<file path="src/rtl/block_check_arbiter_if.sv">
// Requester-side and checker-side signals of the shared keyword-nesting checker arbiter.
// The arbiter uses the slave modport; the text sources and checker sit on the master side.
interface block_check_arbiter_if;
    logic [1:0] s_valid;
    logic [7:0] s_data0;
    logic [7:0] s_data1;
    logic [1:0] s_ready;
    logic [1:0] gnt;
    logic       busy;
    logic [1:0] done;
    logic       result;
    logic       ovf;
    logic       chk_clr;
    logic       chk_valid;
    logic [7:0] chk_data;
    logic       chk_result;

    modport slave (
        input  s_valid, s_data0, s_data1, chk_result,
        output s_ready, gnt, busy, done, result, ovf, chk_clr, chk_valid, chk_data
    );

    modport master (
        output s_valid, s_data0, s_data1, chk_result,
        input  s_ready, gnt, busy, done, result, ovf, chk_clr, chk_valid, chk_data
    );
endinterface

</file>
<file path="src/rtl/block_check_arbiter.sv">
// Round-robin arbiter granting one requester a whole sentence on a shared begin/end checker,
// forwarding its characters, flushing the last word and returning the sampled verdict.
module block_check_arbiter #(
    parameter int         MAX_LEN = 255,
    parameter logic [7:0] TERM    = 8'h2E
) (
    input  logic                 clk,
    input  logic                 reset,
    block_check_arbiter_if.slave bus
);
    localparam int            CW        = $clog2(MAX_LEN + 1);
    localparam logic [CW-1:0] LEN_LIMIT = CW'(MAX_LEN);

    typedef enum logic [2:0] {IDLE, CLEAR, STREAM, FLUSH, SAMPLE, RESP} state_t;

    state_t        state;
    logic          owner;
    logic          last_grant;
    logic          ovf_flag;
    logic [CW-1:0] count;
    logic [1:0]    gnt_q;
    logic [1:0]    s_ready_q;
    logic [1:0]    done_q;
    logic          result_q;
    logic          ovf_q;
    logic          chk_clr_q;
    logic          chk_valid_q;
    logic [7:0]    chk_data_q;

    logic          pick;
    logic          take;
    logic [7:0]    owner_data;

    // On a tie the requester that did not hold the checker last wins.
    assign pick       = (bus.s_valid == 2'b11) ? ~last_grant : bus.s_valid[1];
    assign take       = (bus.s_valid & s_ready_q) != 2'b00;
    assign owner_data = owner ? bus.s_data1 : bus.s_data0;

    always_ff @(posedge clk) begin
        if (!reset) begin
            state       <= IDLE;
            owner       <= 1'b0;
            last_grant  <= 1'b1;
            ovf_flag    <= 1'b0;
            count       <= '0;
            gnt_q       <= 2'b00;
            s_ready_q   <= 2'b00;
            done_q      <= 2'b00;
            result_q    <= 1'b0;
            ovf_q       <= 1'b0;
            chk_clr_q   <= 1'b0;
            chk_valid_q <= 1'b0;
            chk_data_q  <= 8'h00;
        end else begin
            chk_clr_q   <= 1'b0;
            chk_valid_q <= 1'b0;
            chk_data_q  <= 8'h00;
            done_q      <= 2'b00;
            case (state)
                IDLE: begin
                    if (bus.s_valid != 2'b00) begin
                        owner <= pick;
                        gnt_q <= pick ? 2'b10 : 2'b01;
                        state <= CLEAR;
                    end
                end
                CLEAR: begin
                    chk_clr_q <= 1'b1;
                    count     <= '0;
                    ovf_flag  <= 1'b0;
                    s_ready_q <= gnt_q;
                    state     <= STREAM;
                end
                STREAM: begin
                    // The terminator itself is replaced by a space that commits the last word.
                    if (take) begin
                        if (owner_data == TERM) begin
                            s_ready_q   <= 2'b00;
                            chk_valid_q <= 1'b1;
                            chk_data_q  <= 8'h20;
                            state       <= FLUSH;
                        end else if (count < LEN_LIMIT) begin
                            chk_valid_q <= 1'b1;
                            chk_data_q  <= owner_data;
                            count       <= count + 1'b1;
                        end else begin
                            ovf_flag <= 1'b1;
                        end
                    end
                end
                FLUSH: begin
                    state <= SAMPLE;
                end
                SAMPLE: begin
                    result_q <= bus.chk_result & ~ovf_flag;
                    ovf_q    <= ovf_flag;
                    done_q   <= gnt_q;
                    state    <= RESP;
                end
                RESP: begin
                    last_grant <= owner;
                    gnt_q      <= 2'b00;
                    state      <= IDLE;
                end
                default: begin
                    state <= IDLE;
                end
            endcase
        end
    end

    assign bus.s_ready   = s_ready_q;
    assign bus.gnt       = gnt_q;
    assign bus.busy      = (state != IDLE);
    assign bus.done      = done_q;
    assign bus.result    = result_q;
    assign bus.ovf       = ovf_q;
    assign bus.chk_clr   = chk_clr_q;
    assign bus.chk_valid = chk_valid_q;
    assign bus.chk_data  = chk_data_q;
endmodule

</file>
<file path="src/flat_wrapper.sv">
// flat-port wrapper written by rule: the top's interface ports become plain ports
module block_check_arbiter_flat 
#(
    parameter int         MAX_LEN = 255,
    parameter logic [7:0] TERM    = 8'h2E
)
  (clk, reset, bus_s_valid, bus_s_data0, bus_s_data1, bus_chk_result, bus_s_ready, bus_gnt, bus_busy, bus_done, bus_result, bus_ovf, bus_chk_clr, bus_chk_valid, bus_chk_data);
  block_check_arbiter_if bus_i ();
  input  logic clk;
  input  logic reset;
  input wire logic [$bits(bus_i.s_valid)-1:0] bus_s_valid;
  input wire logic [$bits(bus_i.s_data0)-1:0] bus_s_data0;
  input wire logic [$bits(bus_i.s_data1)-1:0] bus_s_data1;
  input wire logic [$bits(bus_i.chk_result)-1:0] bus_chk_result;
  output wire logic [$bits(bus_i.s_ready)-1:0] bus_s_ready;
  output wire logic [$bits(bus_i.gnt)-1:0] bus_gnt;
  output wire logic [$bits(bus_i.busy)-1:0] bus_busy;
  output wire logic [$bits(bus_i.done)-1:0] bus_done;
  output wire logic [$bits(bus_i.result)-1:0] bus_result;
  output wire logic [$bits(bus_i.ovf)-1:0] bus_ovf;
  output wire logic [$bits(bus_i.chk_clr)-1:0] bus_chk_clr;
  output wire logic [$bits(bus_i.chk_valid)-1:0] bus_chk_valid;
  output wire logic [$bits(bus_i.chk_data)-1:0] bus_chk_data;
  assign bus_i.s_valid = bus_s_valid;
  assign bus_i.s_data0 = bus_s_data0;
  assign bus_i.s_data1 = bus_s_data1;
  assign bus_i.chk_result = bus_chk_result;
  assign bus_s_ready = bus_i.s_ready;
  assign bus_gnt = bus_i.gnt;
  assign bus_busy = bus_i.busy;
  assign bus_done = bus_i.done;
  assign bus_result = bus_i.result;
  assign bus_ovf = bus_i.ovf;
  assign bus_chk_clr = bus_i.chk_clr;
  assign bus_chk_valid = bus_i.chk_valid;
  assign bus_chk_data = bus_i.chk_data;
  block_check_arbiter #(.MAX_LEN(MAX_LEN), .TERM(TERM)) u_core (.clk(clk), .reset(reset), .bus(bus_i));
endmodule
</file>
<file path="config.mk">
export PLATFORM = sky130hd
export DESIGN_NAME = block_check_arbiter_flat
export DESIGN_NICKNAME = d
export VERILOG_FILES = /design/src/rtl/block_check_arbiter_if.sv /design/src/rtl/block_check_arbiter.sv /design/src/flat_wrapper.sv
export SDC_FILE = /design/constraint.sdc
export NUM_CORES = 1
export LEC_CHECK = 0
export ABC_AREA = 1
export BUFFER_PORTS_ARGS = -buffer_cell sky130_fd_sc_hd__buf_2
export CAP_MARGIN = 10
export CORE_AREA = 8 8 66 68
export CTS_CLUSTER_DIAMETER = 40
export DETAILED_ROUTE_END_ITERATION = 12
export DIE_AREA = 0 0 74 76
export PLACE_DENSITY = 0.76
export SLEW_MARGIN = 20
export SYNTH_ARGS = -nofsm -noshare
export SYNTH_HDL_FRONTEND = slang
export SYNTH_SLANG_ARGS = --single-unit
</file>
<file path="constraint.sdc">
create_clock -name clk -period 1.6 [get_ports clk]
set_input_delay 0.32 -clock clk [delete_from_list [all_inputs] [get_ports clk]]
set_output_delay 0.32 -clock clk [all_outputs]
set_load 0.05 [all_outputs]
</file>
Yosys cells after proc, flatten, opt, wreduce, memory -nomap -nowiden
Index checks and enable logic that the tools add are counted.

$add $sub $neg: 1. $mul: 0. Div/mod/pow operators: 0. Magnitude comparators: 1. Equal/unequal tests: 13. Shift-type cells: 0. Multiplexer cells: 25. Bitwise operators: 8. Reduce and logical (&&, ||, !) cells: 15.

Operator list (number): 8-bit 2-to-1 mux (4); 8-bit case mux with 2 select lines (1); 3-bit case mux with 5 select lines (1); 6-bit 2-to-1 mux (2); 3-bit 2-to-1 mux (3); 3-bit AND reduction (3); 8-bit by 1-bit adder with 8-bit output, second input constant (1); 8-bit by 6-bit equality test with 1-bit output, second input constant (1); 8-bit < comparator, second input constant (1); 2-bit 2-to-1 mux (4); 2-bit by 1-bit inequality test with 1-bit output, second input constant (4); 2-bit case mux with 2 select lines (2); 4-bit AND reduction (2); 2-bit nonzero test (4); 1-bit 2-to-1 mux (7); 3-bit by 2-bit equality test with 1-bit output, second input constant (2); 3-bit equality test, second input constant (2); 1-bit inverter (6); 2-bit AND reduction (3); 5-bit OR reduction (1); 2-bit inequality test, second input constant (2); 3-bit by 1-bit equality test with 1-bit output, second input constant (1); 3-bit logical NOT (1); 3-bit nonzero test (1); 4 further kinds (4).

Register bits: 32. Latch bits: 0. RAM bits: 0. Memory bits (read-only): 0. Input bits: 21. Output and inout port bits: 19. Logic and storage cells: 77. Memories: 0.

Depth between registers and ports, before layout
Gate-level depths: netlist of run 1.

Depth after elaboration: 5. Depth in mapped cells: 11.

Worst setup path before layout of run 1
No wires, ideal clock.

Path kind: reg-to-reg. From: reg u_core.s_ready_q[0] (netlist: u_core.bus.s_ready[0]). To: reg u_core.count[5]. Library setup time: 0.117 ns. Data arrival time: 1.428 ns. Required time: 1.483 ns. Slack: 0.055 ns. Stages on the path, launching flop included: 9. Cell sequence: dfxtp_1 -> inv_1 -> o21ai_1 -> nand2_4 -> nand2_4 -> buf_4 -> nand4_1 -> nand2_1 -> a21oi_1.

Longest elaborated chain between the ends: 4.

RTL lines: start, declared (line block_check_arbiter.sv:22) `logic [1:0] s_ready_q;`; start signal, assigned (line block_check_arbiter.sv:71) `s_ready_q <= gnt_q;`; 2-bit AND (line block_check_arbiter.sv:36) `assign take = (bus.s_valid & s_ready_q) != 2'b00;`; 2-bit nonzero test (line block_check_arbiter.sv:36); 2-bit by 1-bit inequality test with 1-bit output (no line); 4-bit AND reduction (no line); end signal, assigned (line block_check_arbiter.sv:85) `count <= count + 1'b1;`; end, declared (line block_check_arbiter.sv:20) `logic [CW-1:0] count;`.

Every way passes these cells. A chain may end at the register's enable or synchronous reset.

Worst setup path after layout of run 1
From: reg u_core.state[1]. To: out bus_busy.

Longest elaborated chain between the ends: 1.

RTL lines: start, declared (line block_check_arbiter.sv:16) `state_t state;`; start signal, assigned (line block_check_arbiter.sv:41) `state <= IDLE;`; start signal, assigned (line block_check_arbiter.sv:64) `state <= CLEAR;`; start signal, assigned (line block_check_arbiter.sv:72) `state <= STREAM;`; 3-bit nonzero test (line block_check_arbiter.sv:114) `assign bus.busy = (state != IDLE);`; end, declared (line flat_wrapper.sv:17) `output wire logic [$bits(bus_i.busy)-1:0] bus_busy;`.

Every way passes these cells.

==> run metrics, run 1 <==
Num Clock Sinks 32; CP Launch Type flip-flop; Reg2Reg Setup Slack 0.13 ns; leakage power approximately 1.0 nW; R2R Path End u_core.ovf_flag; largest cells by area after synthesis dfxtp_1 39%, nand2_1 11%, inv_1 7.1%; I/O Buffers 39; Synth Warn # 0; sequential cell area fraction in the yosys report between 30% and 40%; Post-Syn Nets approximately 250; worst vdd ir 0.00111 V; Vias per Instance 4.75; core box area between 3000 and 4000 um^2; Synth Area per Inst approximately 7.3 um^2; final hold vios 0; maxcap violations 0; routed wire length between 3000 and 4000 um; # DRC 0; Final nets around 300; met3 global-route usage under 10%; Crit Path Class flip-flop to output port; pin count of the biggest net entering global routing 14; GP Congestion between 0.8 and 0.9; vias in the first global route 1388; ys flop type dfxtp_1; status finished, final reports clean; Slew headroom between 70% and 80%; Synth Instances between 200 and 250; Crit Path Max Fanout 5; initial antenna violation count 0; n_diodes 0; Die ar. around 5600 um^2; DP Worst Slack 0.0898 ns; Max Fclk ~670 MHz; ys async rst share 0%; worst setup margin about 0.1 ns; Worst Hold Class input pin to flip-flop; layout cells sized above 1 roughly a third; fin. max-slew vios 0; Yosys top cell area share between 30% and 40%; Critical Path RT approximately 1.3 ns; Post-CTS Hold Buffers 0; Post-synth EDFFs 0; met2 Use GR between 20 and 25%; reg2reg start u_core.count[0]; Die Width between 70 and 80 um; endpoint class of the critical path output port; Placed Area ~1900 um^2; htree depth 2; area leader, netlist dfxtp_1; area delta synth->final 23.3%; grt peak-use layer met2; Pint roughly 1.4 mW; CTS Buffer Depth 2; routed len/inst between 10 and 15 um; CP arrival 1.18 ns; all-layer global routing usage 13.3%; Antenna Nets Post-Route 0; dpl cells 312; Post-Syn Area about 1600 um^2; # rows 22; period utilization 93.8%; clock latency on the worst-skew pair between 0.3 and 0.4 ns; worst hold endpoint u_core.bus.chk_data[1]; Reg power frac between 30% and 40%; Finished Core Util 59.0%; Initial Utilization between 40% and 50%; hold depth 3; number of non-filler instances in the completed layout around 320; switching share of total power 43.6%; DR iter-0 viols between 80 and 90; fill count roughly 320; 1st-pass router iterations 4; Least-Margin Pin Slew 0.365 ns; GR Overflow Total 0; Reg clk slew, reported paths approximately 0.09 ns; clock share of power between 10% and 20%; P_sw approximately 1.1 mW; final instance area approximately 2000 um^2; clock root buffer clkbuf_4; min Tclk post-route around 1.5 ns; Ports 40; CTS tree done; die span in y 76 um; worst hold path startpoint bus_s_data1[1]; Comb pwr share approximately 44%; Cell variety after synth 31; #FFs+latches synth 32; power density over the cells roughly 1300 nW/um^2; GRT met1 Usage between 10% and 20%; via count between 1.5k and 2k; CTS buffer count 5; Clock Skew 0.00550 ns; post-DP HPWL roughly 2700 um; Reg2Reg Depth 9; # setup viols final 0; first-pass GRT wire length 6000 um
synth_stat cells (8+ instances only):
library cell,number
dfxtp_1,32
nand4_1,11
nand2_1,49
a21oi_1,16
nand2_2,11
nor2_1,25
nand3_1,8
inv_1,31
stage by stage:
step	hold slack (ns)	setup TNS [ns]	total power, mW
after global routing	0.230	-0.142	2.71
after detailed placement	0.459	0	2.02
after floorplan	0.419	0	1.82
after global placement	0.454	0	2.01
after CTS	0.237	0	2.50
final	0.246	0	2.54
power by group through the flow:
stage	combinational (mW)	sequential, mW	clock [mW]
after global placement	1.04	0.968	0
after global routing	1.21	0.966	0.529
after detailed placement	1.05	0.968	0
final	1.12	0.955	0.474
after floorplan	0.666	1.15	0
after CTS	1.06	0.952	0.489
placed cells by master, fill, tap and decap left out, types with 5 or more instances in the layout:
cell      Yosys  final
inv_2         4      5
inv_1        31     30
nand2_4       4      5
nand4_1      11     11
buf_2         0     38
clkbuf_4      0      5
buf_4         1      5
dfxtp_1      32     27
nand2_2      11     11
a21oi_1      16     15
nand3_1       8      7
nor2_1       25     24
nand2_1      49     48
registers in the layout (all words and copies together) (netlist names):
| name | cells |
|---|---|
| u_core.count | 8 |
| u_core.bus.chk_clr | 1 |
| u_core.bus.done | 2 |
| u_core.ovf_flag | 1 |
| u_core.owner | 1 |
| u_core.bus.result | 1 |
| u_core.bus.s_ready | 2 |
| u_core.last_grant | 1 |
| u_core.bus.gnt | 2 |
| u_core.bus.chk_data | 8 |
| u_core.state | 3 |
| u_core.bus.chk_valid | 1 |
| u_core.bus.ovf | 1 |
cell families after synthesis:
| group | Yosys count | synth area share (%) |
|---|---|---|
| flops | 32 | 38.9 |
| simple gates | 126 | 41.3 |
| fa+ha+maj | 1 | 0.760 |
| compound gates | 27 | 9.12 |
| buf+inv | 39 | 9.88 |
final cells by class:
type | instances | area, um^2 | area share (%)
well taps | 48 | 60.1 | 2.96
clock buffers | 8 | 58.8 | 2.90
repair buffers | 44 | 239 | 11.8
inverters | 36 | 140 | 6.91
multi-input cells | 154 | 882 | 43.5
flip-flops and latches | 32 | 649 | 32.0
critical path, cell delays in order (launching register included):
cell	delay, ns
dfxtp_4	0.37
nor2_1	0.08
inv_1	0.06
nor2_2	0.10
inv_1	0.09
buf_6	0.16
repair_timing:
item,in CTS,in global routing
resized for setup,2,15
buffers inserted,0,2
pin swaps,0,3
setup endpoints to repair,1,20
worst max-delay path by stage:
stage                     slack (ns)              end             startpoint
after floorplan                 0.06  u_core.count[5]  u_core.bus.s_ready[0]
after global placement          0.13  u_core.ovf_flag        u_core.count[0]
after detailed placement        0.09  u_core.count[1]        u_core.count[0]
after CTS                       0.02         bus_busy        u_core.state[0]
after global routing           -0.05  u_core.count[1]        u_core.count[0]
final                            0.1         bus_busy        u_core.state[1]
layer usage:
layer	part of all wire [%]	vias up
met5	0	-
met4	1.4	0
met2	46	35
li1	-	819
met1	44	671
met3	8.4	5
Power figures use the tool's default switching activity.
==> run 2: changes to the inputs <==
- CORE_AREA: 8 8 66 68 -> 8 8 69 71
- DIE_AREA: 0 0 74 76 -> 0 0 77 79
- PLACE_DENSITY: 0.76 -> 0.73
- clock period: 1.6 -> 1.3 ns (I/O delays scaled with it)
==> run metrics, run 2 (synthesis gave the netlist of run 1 again) <==
status complete, but fails checks; failing checks negative setup slack; final hold vios 0; Crit path top cell by count nand3_4; Crit Path Max Fanout 8; Crit Path Class flip-flop to flip-flop; leakage power ~1.3 nW; n_diodes 0; Slew headroom slightly below 80%; CP cell instances ha_4 -> nand2_4 -> inv_4 -> nand3_4 -> nor2_4 -> nand3_4 -> nand3_4 -> nand2_1 -> a21oi_2; critical path's slowest cell dfxtp_2; clock latency on the worst-skew pair 0.29 ns; multi-input gate area in the final layout between 1000 and 1500 um^2; Antenna Nets Post-Route 0; worst hold path startpoint bus_chk_result; clock root buffer clkbuf_8; worst setup margin -0.114 ns; Ports 40; via count between 1.5k and 2k; routed len/inst 12.3 um; GR Overflow Total 0; period utilization 109%; Vias per Instance approximately 4.8; # setup viols final 18; Die ar. between 6000 and 7000 um^2; Final nets 329; Post-CTS Hold Buffers 0; CTS tree done; RSZ-0062 raised after global routing yes; Worst Hold Class input pin to flip-flop; worst hold endpoint u_core.bus.result; layout cells sized above 1 51.9%; CP max stage delay about 0.35 ns; CTS buffer count 5; vias in the first global route 1648; Reg clk slew, reported paths about 0.060 ns; worst vdd ir 0.00133 V; power density over the cells ~1600 nW/um^2; Sum Neg Setup Slack -1.15 ns; Die Width between 70 and 80 um; DR iter-0 viols 52; htree depth 2; pin count of the biggest net entering global routing 11; Reg2Reg Depth 9; routed wire length 4400 um; Num Clock Sinks 32; dpl cells 336; core box area around 3800 um^2; Reg2Reg Setup Slack -0.11 ns; initial antenna violation count 0; hold depth 3; area delta synth->final 54.0%; endpoint class of the critical path flip-flop; R2R Path End u_core.count[4]; Reg area ~660 um^2; GP Congestion about 0.84; commonest non-fill, non-tap cell in the layout buf_2; first-pass GRT wire length between 7000 and 8000 um; CTS Buffer Depth 2; fin. max-slew vios 0; fill count roughly 330; CP Launch Type flip-flop; all-layer global routing usage about 14%; I/O Buffers 39; # DRC 0; die span in y approximately 80 um; number of non-filler instances in the completed layout 358; Least-Margin Pin Slew between 0.3 and 0.4 ns; Max Fclk ~710 MHz; Clock Skew around 0.0066 ns; # rows 23; Critical Path RT ~1.5 ns; CP arrival roughly 1.6 ns; 1st-pass router iterations 4; min Tclk post-route 1.41 ns; commonest cells after routing, fill and taps aside 38 x buf_2, 36 x buf_4, 34 x nand2_1; reg2reg start u_core.count[0]; maxcap violations 0; Initial Utilization between 40 and 50%; post-DP HPWL 3020 um
run 2: cell count changes in the layout (fill, tap and decap cells not counted), moves of 4 or more:
cell,previous run,this run
nand2_4,5,13
nand2_1,48,34
a21oi_2,2,6
a21oi_1,15,10
clkbuf_8,1,5
clkbuf_4,5,0
buf_4,5,36
nor2_1,24,19
nand2_2,11,18
run 2: worst max path at each step:
| stage | startpoint | end | slack (ns) | cells after the start |
|---|---|---|---|---|
| after floorplan | u_core.bus.s_ready[0] | u_core.count[6] | 0.0002 | 8 |
| after global placement | u_core.owner | u_core.count[1] | -0.13 | 9 |
| after detailed placement | u_core.owner | u_core.count[4] | -0.20 | 9 |
| after CTS | u_core.count[1] | u_core.count[4] | -0.09 | 9 |
| after global routing | u_core.count[0] | u_core.count[4] | -0.21 | 9 |
| final | u_core.count[0] | u_core.count[4] | -0.11 | 9 |
run 2: final cells by class:
class | instances | share of cell area (%)
Multi-Input combinational cell | 155 | 41.7
Inverter | 36 | 5.72
Timing Repair Buffer | 77 | 20.0
Clock buffer | 6 | 2.86
Tap cell | 50 | 2.47
Clock inverter | 2 | 1.38
Sequential cell | 32 | 25.9
run 2: what timing repair did:
item | CTS | global route
setup buffers | 10 | 3
cloned | 1 | 0
resized for setup | 23 | 33
pin swaps | 14 | 23
setup endpoints to repair | 22 | 28
run 2: metrics by stage:
stage               power [mW]  utilization, %  hold slack (ns)  area [um^2]  worst slack [ns]
floorplan                 2.27               -            0.359         1690          0.000181
global placement          2.65            55.9            0.453         2120            -0.130
detailed placement        2.67            55.9            0.460         2120            -0.204
CTS                       3.87            62.9            0.234         2390           -0.0906
global route              4.24            66.8            0.241         2540            -0.206
finish                    4.03            66.8            0.235         2540            -0.114
run 2: report_power, final:
group / internal [mW] / switching [mW] / leakage [nW]
Combinational: 0.709 / 1.19 / 0.953
Sequential: 1.11 / 0.0799 / 0.263
Clock: 0.568 / 0.368 / 0.0552
Total: 2.39 / 1.64 / 1.27
run 2: layer usage:
layer	vias up	routed length (um)	global-route usage, %
met1	778	1910	15.5
met4	0	68	6.42
met2	43	2150	23.5
met5	-	0	0
met3	6	274	5.08
li1	888	-	-
run 2: worst max-delay path, delay by kind of cell (launching register included):
kind | cells | cell delay (ns)
flip-flops | 1 | 0.35
AND/OR/NAND/NOR | 6 | 0.68
adder cells (fa/ha/maj) | 1 | 0.15
AO/OA/AOI/OAI | 1 | 0.11
buffers and inverters | 1 | 0.06
==> run 3: changes to the inputs <==
- ABC_AREA: 1 -> unset
- CORE_AREA: 8 8 69 71 -> 8 8 66 68
- DIE_AREA: 0 0 77 79 -> 0 0 74 76
==> run metrics, run 3 <==
CTS Buffer Depth 2; Crit Path Class flip-flop to output port; multi-input gate area in the final layout ~1000 um^2; die span in y between 70 and 80 um; R2R Path End u_core.count[1]; RSZ-0062 raised after global routing yes; ys async rst share 0%; maxcap violations 0; Final nets about 290; Post-Syn Area 1480 um^2; sequential cell area fraction in the yosys report ~43%; core box area 3440 um^2; routed wire length between 5000 and 6000 um; reg2reg start u_core.state[1]; via count 1709; min Tclk post-route roughly 1.6 ns; Critical Path RT approximately 1.0 ns; Die ar. between 5000 and 6000 um^2; Synth Instances 163; power density over the cells 918 nW/um^2; Reg2Reg Setup Slack -0.29 ns; 1st-pass router iterations 4; Clock Skew roughly 0.0061 ns; Post-synth EDFFs 0; Reg area around 660 um^2; DR iter-0 viols 124; area leader, netlist dfxtp_1; Placed Area approximately 2100 um^2; pin count of the biggest net entering global routing 14; ys flop type dfxtp_1; top post-synthesis cells by count 32 x dfxtp_1, 16 x nand2_1, 14 x nor2_1; layout cells sized above 1 approximately 60%; met2 Use GR roughly 30%; Least-Margin Pin Slew around 0.42 ns; Synth Warn # 0; Post-CTS Hold Buffers 0; leakage power roughly 1.1 nW; Reg clk slew, reported paths 0.09 ns; largest cells by area after synthesis dfxtp_1 43%, mux2i_1 6.8%, nand2_1 4.1%; Tot Pwr about 2.3 mW; # DRC 0; CP arrival roughly 1.4 ns; worst vdd ir 0.000575 V; htree depth 2; I/O Buffers 39; final hold vios 0; Worst Hold Class input pin to flip-flop; Ports 40; Cell variety after synth 46; period utilization 127%; met3 global-route usage slightly above 5%; CTS tree done; endpoint class of the critical path output port; # setup viols final 31; Reg2Reg Depth 7; CTS buffer count 5; Sum Neg Setup Slack -5.44 ns; Antenna Nets Post-Route 0; hold depth 3; area delta synth->final 73.1%; fin. max-slew vios 0; initial antenna violation count 0; Num Clock Sinks 32; GR Overflow Total 0; Max Fclk approximately 600 MHz; #FFs+latches synth 32; failing checks negative setup slack; GRT met1 Usage about a fifth; Crit Path Max Fanout 4; first-pass GRT wire length between 7000 and 8000 um; WHS 0.181 ns; dpl cells 287; # rows 22; GP Congestion slightly above 0.8; clock latency on the worst-skew pair approximately 0.34 ns; all-layer global routing usage between 10% and 20%; routed len/inst 16.8 um; number of non-filler instances in the completed layout between 300 and 400; Initial Utilization a little over two fifths; Synth Area per Inst roughly 9 um^2; top-count cell post-synth dfxtp_1; clock root buffer clkbuf_4; post-DP HPWL between 3000 and 4000 um; final instance area about 2600 um^2; commonest non-fill, non-tap cell in the layout buf_4; worst setup margin -0.349 ns; CP Launch Type flip-flop; worst hold endpoint u_core.bus.chk_data[0]; Vias per Instance approximately 5.4; fill count between 200 and 250; n_diodes 0; vias in the first global route around 1.7k; status complete, but fails checks; Die Width roughly 74 um; Yosys top cell area share between 40% and 50%; grt peak-use layer met2; worst hold path startpoint bus_s_data1[0]; commonest cells after routing, fill and taps aside 51 x buf_4, 34 x buf_2, 24 x dfxtp_1; Slew headroom a little under three quarters; Post-Syn Nets ~190
==> run 3: worst max-delay path: stages, from the launching register on <==
cell	delay [ns]
dfxtp_2	0.34
buf_6	0.12
buf_6	0.11
nor3_4	0.16
buf_6	0.13
inv_2	0.04
buf_8	0.14
==> run 3: metrics by stage <==
step,utilization (%),worst slack (ns)
after global placement,60.8,-0.318
after detailed placement,60.8,-0.323
after global routing,74.3,-0.394
final,74.3,-0.349
after floorplan,-,-0.216
after CTS,70.3,-0.281
==> run 3: layout make-up <==
class,count,share of cell area (%)
Inverter,6,0.881
Tap cell,48,2.35
Multi-Input combinational cell,119,39.4
Timing Repair Buffer,103,30.1
Clock buffer,6,1.62
Sequential cell,32,25.7
==> run 3: worst max-delay path by stage <==
| stage | start | endpoint | slack, ns | depth (start not counted) |
|---|---|---|---|---|
| final | u_core.state[1] | bus_busy | -0.35 | 6 |
| after global routing | u_core.state[1] | bus_busy | -0.39 | 6 |
| after CTS | u_core.state[1] | bus_busy | -0.28 | 6 |
| after detailed placement | bus_s_data1[6] | u_core.state[0] | -0.32 | 6 |
| after global placement | bus_s_data1[6] | u_core.state[0] | -0.32 | 6 |
| after floorplan | u_core.bus.s_ready[1] | u_core.count[6] | -0.22 | 5 |
==> run 3: timing repair <==
item                       4_1_cts  5_1_grt
setup endpoints to repair       30       34
buffers inserted                17        7
gates resized for setup         48       30
cloned                           1        0
pin swaps                       20       19
==> run 3: logic make-up after synthesis <==
logic type                 share of synthesized area [%]
adders and majority gates                          0.847
muxes                                               6.78
buffers and inverters                               4.07
and+or+nand+nor                                     25.3
xor gates and xnor gates                           0.593
DFF                                                 43.4
AOI/OAI and AO/OA                                   19.1
==> run 3: per-layer routing <==
layer,vias to the layer above,part of all wire (%)
met5,-,0
met4,0,3.5
met3,17,6.3
met2,66,51
met1,821,39
li1,805,-
==> run 3: power by group <==
group          switching [mW]  internal [mW]
Combinational           0.390          0.396
Sequential             0.0292           1.01
Clock                   0.328          0.192
Total                   0.747           1.60
